===== src/rtl/act_pwl_pipe.sv =====
// act_pwl_pipe: three-stage pipelined tanh/sigmoid unit.
// Uses a shift-add piecewise-linear approximation; the function is chosen per sample.
// A valid/ready handshake provides backpressure; c_en freezes the whole pipe.
module act_pwl_pipe #(
  parameter int integer_dataWidth_i  = 5,
  parameter int fraction_dataWidth_i = 5,
  parameter int integer_dataWidth_o  = 4,
  parameter int fraction_dataWidth_o = 9
) (
  input  logic                                                clk,
  input  logic                                                reset,
  input  logic                                                c_en,
  input  logic                                                mode,
  input  logic                                                in_valid,
  output logic                                                in_ready,
  input  logic [integer_dataWidth_i+fraction_dataWidth_i-1:0] data_in,
  output logic                                                out_valid,
  input  logic                                                out_ready,
  output logic [integer_dataWidth_o+fraction_dataWidth_o-1:0] data_out,
  output logic                                                out_mode
);

  localparam int IW      = integer_dataWidth_i + fraction_dataWidth_i;
  localparam int OW      = integer_dataWidth_o + fraction_dataWidth_o;
  localparam int FI      = fraction_dataWidth_i;
  localparam int FO      = fraction_dataWidth_o;
  localparam int FW      = FI + 5;
  localparam int YW      = IW + 6;
  localparam int CW      = IW + 12;
  localparam int SH      = (FW > FO) ? (FW - FO) : 0;
  localparam int SL      = (FO > FW) ? (FO - FW) : 0;
  localparam int HALF_SH = (SH > 0) ? (SH - 1) : 0;
  localparam int RW      = YW + SL + 1;

  // Segment thresholds, expressed in sixteenths and aligned to the input fraction.
  localparam logic [CW-1:0] T_TANH_3 = CW'(40) << FI;
  localparam logic [CW-1:0] T_TANH_2 = CW'(19) << FI;
  localparam logic [CW-1:0] T_TANH_1 = CW'(8)  << FI;
  localparam logic [CW-1:0] T_SIGM_3 = CW'(80) << FI;
  localparam logic [CW-1:0] T_SIGM_2 = CW'(38) << FI;
  localparam logic [CW-1:0] T_SIGM_1 = CW'(16) << FI;

  // Intercepts, expressed in thirty-seconds and aligned to the internal fraction FW.
  localparam logic [YW-1:0] Y_ONE     = YW'(32) << FI;
  localparam logic [YW-1:0] I_TANH_2  = YW'(22) << FI;
  localparam logic [YW-1:0] I_TANH_1  = YW'(8)  << FI;
  localparam logic [YW-1:0] I_SIGM_2  = YW'(27) << FI;
  localparam logic [YW-1:0] I_SIGM_1  = YW'(20) << FI;
  localparam logic [YW-1:0] I_SIGM_0  = YW'(16) << FI;

  localparam logic [RW-1:0] HALF  = (SH > 0) ? (RW'(1) << HALF_SH) : '0;
  localparam logic [OW-1:0] ONE_O = OW'(1) << FO;

  logic          adv;
  logic          accept;
  logic [IW-1:0] abs_in;
  logic [CW-1:0] a_cmp;
  logic [1:0]    seg_in;

  logic          v1;
  logic          sign1;
  logic          mode1;
  logic [IW-1:0] a1;
  logic [1:0]    seg1;

  logic [YW-1:0] a_y;
  logic [YW-1:0] y_next;

  logic          v2;
  logic          sign2;
  logic          mode2;
  logic [YW-1:0] y2;

  logic [RW-1:0] y_round;
  logic [OW-1:0] mag;
  logic [OW-1:0] out_next;

  assign adv      = c_en & ~reset & (~out_valid | out_ready);
  assign in_ready = adv;
  assign accept   = in_valid & adv;

  assign abs_in = data_in[IW-1] ? (~data_in + IW'(1)) : data_in;
  assign a_cmp  = CW'({abs_in, 4'b0000});

  // Stage 1 segment selection: pick the linear piece from the magnitude and mode.
  always_comb begin
    seg_in = 2'd0;
    if (!mode) begin
      if (a_cmp >= T_TANH_3)      seg_in = 2'd3;
      else if (a_cmp >= T_TANH_2) seg_in = 2'd2;
      else if (a_cmp >= T_TANH_1) seg_in = 2'd1;
    end else begin
      if (a_cmp >= T_SIGM_3)      seg_in = 2'd3;
      else if (a_cmp >= T_SIGM_2) seg_in = 2'd2;
      else if (a_cmp >= T_SIGM_1) seg_in = 2'd1;
    end
  end

  assign a_y = YW'(a1);

  // Stage 2 magnitude: slope is a power of two, so each piece is one shift plus one add.
  always_comb begin
    y_next = '0;
    unique case ({mode1, seg1})
      3'b0_11: y_next = Y_ONE;
      3'b0_10: y_next = (a_y << 2) + I_TANH_2;
      3'b0_01: y_next = (a_y << 4) + I_TANH_1;
      3'b0_00: y_next = a_y << 5;
      3'b1_11: y_next = Y_ONE;
      3'b1_10: y_next = a_y + I_SIGM_2;
      3'b1_01: y_next = (a_y << 2) + I_SIGM_1;
      3'b1_00: y_next = (a_y << 3) + I_SIGM_0;
      default: y_next = '0;
    endcase
  end

  // Stage 3 output: round the magnitude half-up first, then apply negation or complement.
  always_comb begin
    y_round  = ((RW'(y2) + HALF) >> SH) << SL;
    mag      = OW'(y_round);
    out_next = mag;
    if (sign2) begin
      if (mode2) out_next = ONE_O - mag;
      else       out_next = ~mag + OW'(1);
    end
  end

  // Pipeline registers: all three stages advance together, or all hold.
  always_ff @(posedge clk) begin
    if (reset) begin
      v1        <= 1'b0;
      sign1     <= 1'b0;
      mode1     <= 1'b0;
      a1        <= '0;
      seg1      <= 2'd0;
      v2        <= 1'b0;
      sign2     <= 1'b0;
      mode2     <= 1'b0;
      y2        <= '0;
      out_valid <= 1'b0;
      data_out  <= '0;
      out_mode  <= 1'b0;
    end else if (adv) begin
      v1        <= accept;
      sign1     <= data_in[IW-1];
      mode1     <= mode;
      a1        <= abs_in;
      seg1      <= seg_in;
      v2        <= v1;
      sign2     <= sign1;
      mode2     <= mode1;
      y2        <= y_next;
      out_valid <= v2;
      data_out  <= out_next;
      out_mode  <= mode2;
    end
  end

endmodule


===== config.mk =====
export PLATFORM = sky130hd
export DESIGN_NAME = act_pwl_pipe
export DESIGN_NICKNAME = d
export VERILOG_FILES = /design/src/rtl/act_pwl_pipe.sv
export SDC_FILE = /design/constraint.sdc
export NUM_CORES = 1
export LEC_CHECK = 0
export ABC_AREA = 1
export CAP_MARGIN = 5
export CELL_PAD_IN_SITES_DETAIL_PLACEMENT = 0
export CELL_PAD_IN_SITES_GLOBAL_PLACEMENT = 2
export CORE_ASPECT_RATIO = 1.4
export CORE_MARGIN = 1
export CORE_UTILIZATION = 33
export CTS_BUF_LIST = sky130_fd_sc_hd__clkbuf_8
export DETAILED_ROUTE_END_ITERATION = 10
export GPL_TIMING_DRIVEN = 1
export PLACE_DENSITY = 0.88
export SLEW_MARGIN = 5
export SYNTH_ARGS = -nofsm -noshare
export SYNTH_HDL_FRONTEND = slang
export SYNTH_SLANG_ARGS = --single-unit

===== constraint.sdc =====
create_clock -name clk -period 2.1 [get_ports clk]
set_input_delay 0.63 -clock clk [delete_from_list [all_inputs] [get_ports clk]]
set_output_delay 0.63 -clock clk [all_outputs]
set_load 0.02 [all_outputs]

==> results.txt <==
Buffers placed on the I/O ports in this run total 31. The clock skew was 0.007421 ns. Data on the critical path is required at its endpoint by 2.29 ns. The DRC marker count from the first detailed-route iteration is 187. Dividing total power by cell area gives a power density of 549.1 nW/um2.

In this run the critical register-to-register path is launched from a1[6]. Setup violations remaining at the end of the flow were counted as 0. Type of the setup path with the least slack: input pin to flip-flop.

Global routing usage summed across all routing layers: 0.2109. The worst hold path begins at v1. In the post-route analysis, the smallest setup slack over all paths is 0.1312 ns.

The routed via count divided by cell count is 5.150, and the maximum number of buffers from clock root to sink is 2. TritonCTS built the clock tree. The pin count of the biggest net entering global routing is 29.

Overall power consumption after layout is estimated at 2477 uW. The pin slew with the least headroom to its limit works out to 0.5230 ns. The synthesis warning total is 0. The portion of the post-synthesis area used by sequential elements is 0.2653, and the final HPWL from detailed placement is 8462 um.

The net count of the finished layout is 650. Synthesis produced a netlist whose cell count is 556. STA classifies the critical path startpoint as an input pin.

The root buffer cell was sky130_fd_sc_hd__clkbuf_8. The first-pass GRT wire length is 18240 um, and the remaining routing DRC violations is 0. The cell type with the highest occurrence count on the critical path was sky130_fd_sc_hd__inv_1.

Clock period minus final worst setup slack: 1.969 ns. The leftover overflow at the end of global routing is 0. OpenSTA, run right after detailed placement, puts the worst setup slack at -0.5397 ns. Yosys mapped a number of flops with a built-in enable equal to 0.

Cell taking the most area after synthesis: sky130_fd_sc_hd__dfxtp_1. The part of the cycle the worst path needs works out to 0.9375. The most common cell in the synthesized netlist is sky130_fd_sc_hd__nand2_1. The initial standard-cell utilization of the core was 0.3408. The core utilization of the finished layout came out at 0.4336. For the final wirelength, the log shows 10920 um.

The detailed-route via count was 3924. The worst ir drop on vdd is 0.2340 mV, and the max-capacitance violation count is 0. The commonest cells after synthesis are sky130_fd_sc_hd__nand2_1, sky130_fd_sc_hd__inv_1, sky130_fd_sc_hd__nand3_1. The H-tree was split into 2 levels.

Synthesis inferred 47 register bits. The core region is 10410 um2. In this run the worst setup path begins at data_in[0]. The max-slew violation total from the final report was 0.

In the synthesized netlist the dominant register cell turns out to be sky130_fd_sc_hd__dfxtp_1. Along the worst path, the maximum fanout reaches 3. Among all stages on the critical path, the largest delay is contributed by sky130_fd_sc_hd__dlygate4sd2_1. The chip height was 124.7 um. By area the synthesized netlist is led by sky130_fd_sc_hd__dfxtp_1, sky130_fd_sc_hd__nand2_1, sky130_fd_sc_hd__inv_1.

The tools report the number of detailed-route iterations in the first pass as 5. The logs give 0 for the number of antenna diodes and 507.9 MHz for the achievable clock frequency. The ratio of cells with drive above 1 in the final layout came out at 0.1811. On the worst path, the slowest cell contributes a delay of 0.23 ns.

For this design, the sink count on the clock tree is 47. Count of unique library cells instantiated by Yosys: 47. The final-report hold violation count is 0.

The critical path goes through dlygate4sd2_1 -> inv_1 -> ha_2 -> inv_1 -> nor2_2 -> nand3_2 -> nand2_2 -> nand2_1 -> nand2_2 -> nand3_2 -> nor2_4 -> inv_1 -> nor2_2 -> nand2_1 -> nand3_1 -> a21oi_1. The run finished with clean final reports. The kind of cell adding the most delay to the critical path was simple AND/OR/NAND/NOR gates. The post-synthesis async set-or-reset flop share is 0, and the summed instance area of the synthesized netlist is 3546 um2. The remaining antenna violation count was 0; the static leakage was 0.002096 uW. The headroom to the max-slew limit was 0.6423; the clock buffer count from CTS was 5.

Dividing the detail-routed wire length by the instance count gives 14.33 um. In this run the horizontal extent of the chip is 89.61 um. STA classifies the critical path endpoint as a flip-flop. The path category of the worst min-delay check was flip-flop to flip-flop.

The critical path contains buffers and inverters numbering 4 combined. The die area came out at 11170 um2. The top-area cell type share of the netlist area was 0.2653; the clock latency reported for the late side of the worst-skew pair was 0.31 ns. From synthesis to final layout, the design area changed by 27.24%. Final weighted congestion of routability-driven global placement: 0.8774. The tools report the total of hold buffers inserted after clock tree synthesis as 0.

For this design the top-level I/O count stands at 32. After clock tree synthesis, the clock-pin slew on the worst setup and hold paths is 0.09 ns. The logs give 3812 for the number of global-route vias before repair and 0 ns for the final setup TNS.

The register-to-register path setup slack came out at 0.20 ns. Mean instance size in the synthesized netlist: 6.378 um2. After floorplanning, the core was divided into 44 placement rows. The data arrival time of the worst path was 2.16 ns. The synthesized netlist net count is 583, and the initial antenna violation count is 0.
## per-stage QoR
stage          area (um2)  std cells  hold WS [ns]
2_1_floorplan        3546        556        0.4301
4_1_cts              4437        760        0.4696
3_3_place_gp         4264        747        0.4434
6_report             4512        762        0.4729
5_1_grt              4512        762        0.5192
3_5_place_dp         4264        747        0.4533
## path summary, 6_finish.rpt
kind                   to  cells past startpoint
setup / recovery  seg1[1]                     16
hold / removal         v2                      2
setup reg to reg   y2[11]                      6
hold reg to reg        v2                      2
## cell families after synthesis
kind of cell | after synthesis | share of synthesized area
simple gates | 251 | 0.3327
compound gates | 133 | 0.2167
buf+inv | 103 | 0.1150
flops | 47 | 0.2653
xor+xnor | 11 | 0.03141
fa+ha+maj | 11 | 0.03881
## sequential cells by signal, indices dropped and copies added (netlist names)
name	count
seg1	2
sign1	1
v1	1
a1	10
v2	1
out_mode	1
mode2	1
mode1	1
sign2	1
y2	14
out_valid	1
data_out	13
## tightest hold or removal path, stage by stage, from the launching register on
cell	delay, ns
sky130_fd_sc_hd__dfxtp_1	0.31
sky130_fd_sc_hd__inv_1	0.07
sky130_fd_sc_hd__a21oi_1	0.06
## placed cells by master, fill, tap and decap left out, types with 6 or more instances in the layout
cell type and instances:
sky130_fd_sc_hd__clkdlybuf4s50_1 22, sky130_fd_sc_hd__nor2_2 8, sky130_fd_sc_hd__nand4_1 8, sky130_fd_sc_hd__a21oi_1 51, sky130_fd_sc_hd__inv_1 77, sky130_fd_sc_hd__clkbuf_8 6, sky130_fd_sc_hd__nand2_1 108, sky130_fd_sc_hd__dfxtp_1 47
sky130_fd_sc_hd__ha_1 9, sky130_fd_sc_hd__nor2_1 38, sky130_fd_sc_hd__buf_4 47, sky130_fd_sc_hd__o22ai_1 6, sky130_fd_sc_hd__nor2_4 7, sky130_fd_sc_hd__xor2_1 6, sky130_fd_sc_hd__o21ai_0 40, sky130_fd_sc_hd__dlymetal6s2s_1 6
sky130_fd_sc_hd__nand3_1 50, sky130_fd_sc_hd__nand2_2 17
## power by group
part           internal [uW]  switching [uW]  leakage (uW)
combinational            297             428       0.00165
sequential               952            64.1      0.000387
clock                    392             345     0.0000618
total                   1640             836       0.00210
## per-layer routing
layer | share of wire | GRT usage | up-vias
met5 | 0 | 0 | -
met4 | 0.037 | 0.08964 | 0
met3 | 0.032 | 0.02253 | 22
met2 | 0.54 | 0.4002 | 99
met1 | 0.39 | 0.2238 | 1819
li1 | - | - | 1984
## cell type report
type	instances	area, um2
Fill cell	1105	5893
Multi-Input combinational cell	406	2256
Sequential cell	47	940.9
Timing Repair Buffer	80	709.4
Inverter	83	311.5
Tap cell	138	172.7
Clock buffer	6	82.58
Clock inverter	2	38.79
## timing repair
action | CTS | global route
pin swaps | 10 | 8
gates cloned | 0 | 0
gates resized for setup | 12 | 23
setup buffers | 5 | 2
endpoints found under the setup margin | 3 | 18
No activity file was read; power rests on OpenSTA's default activity.
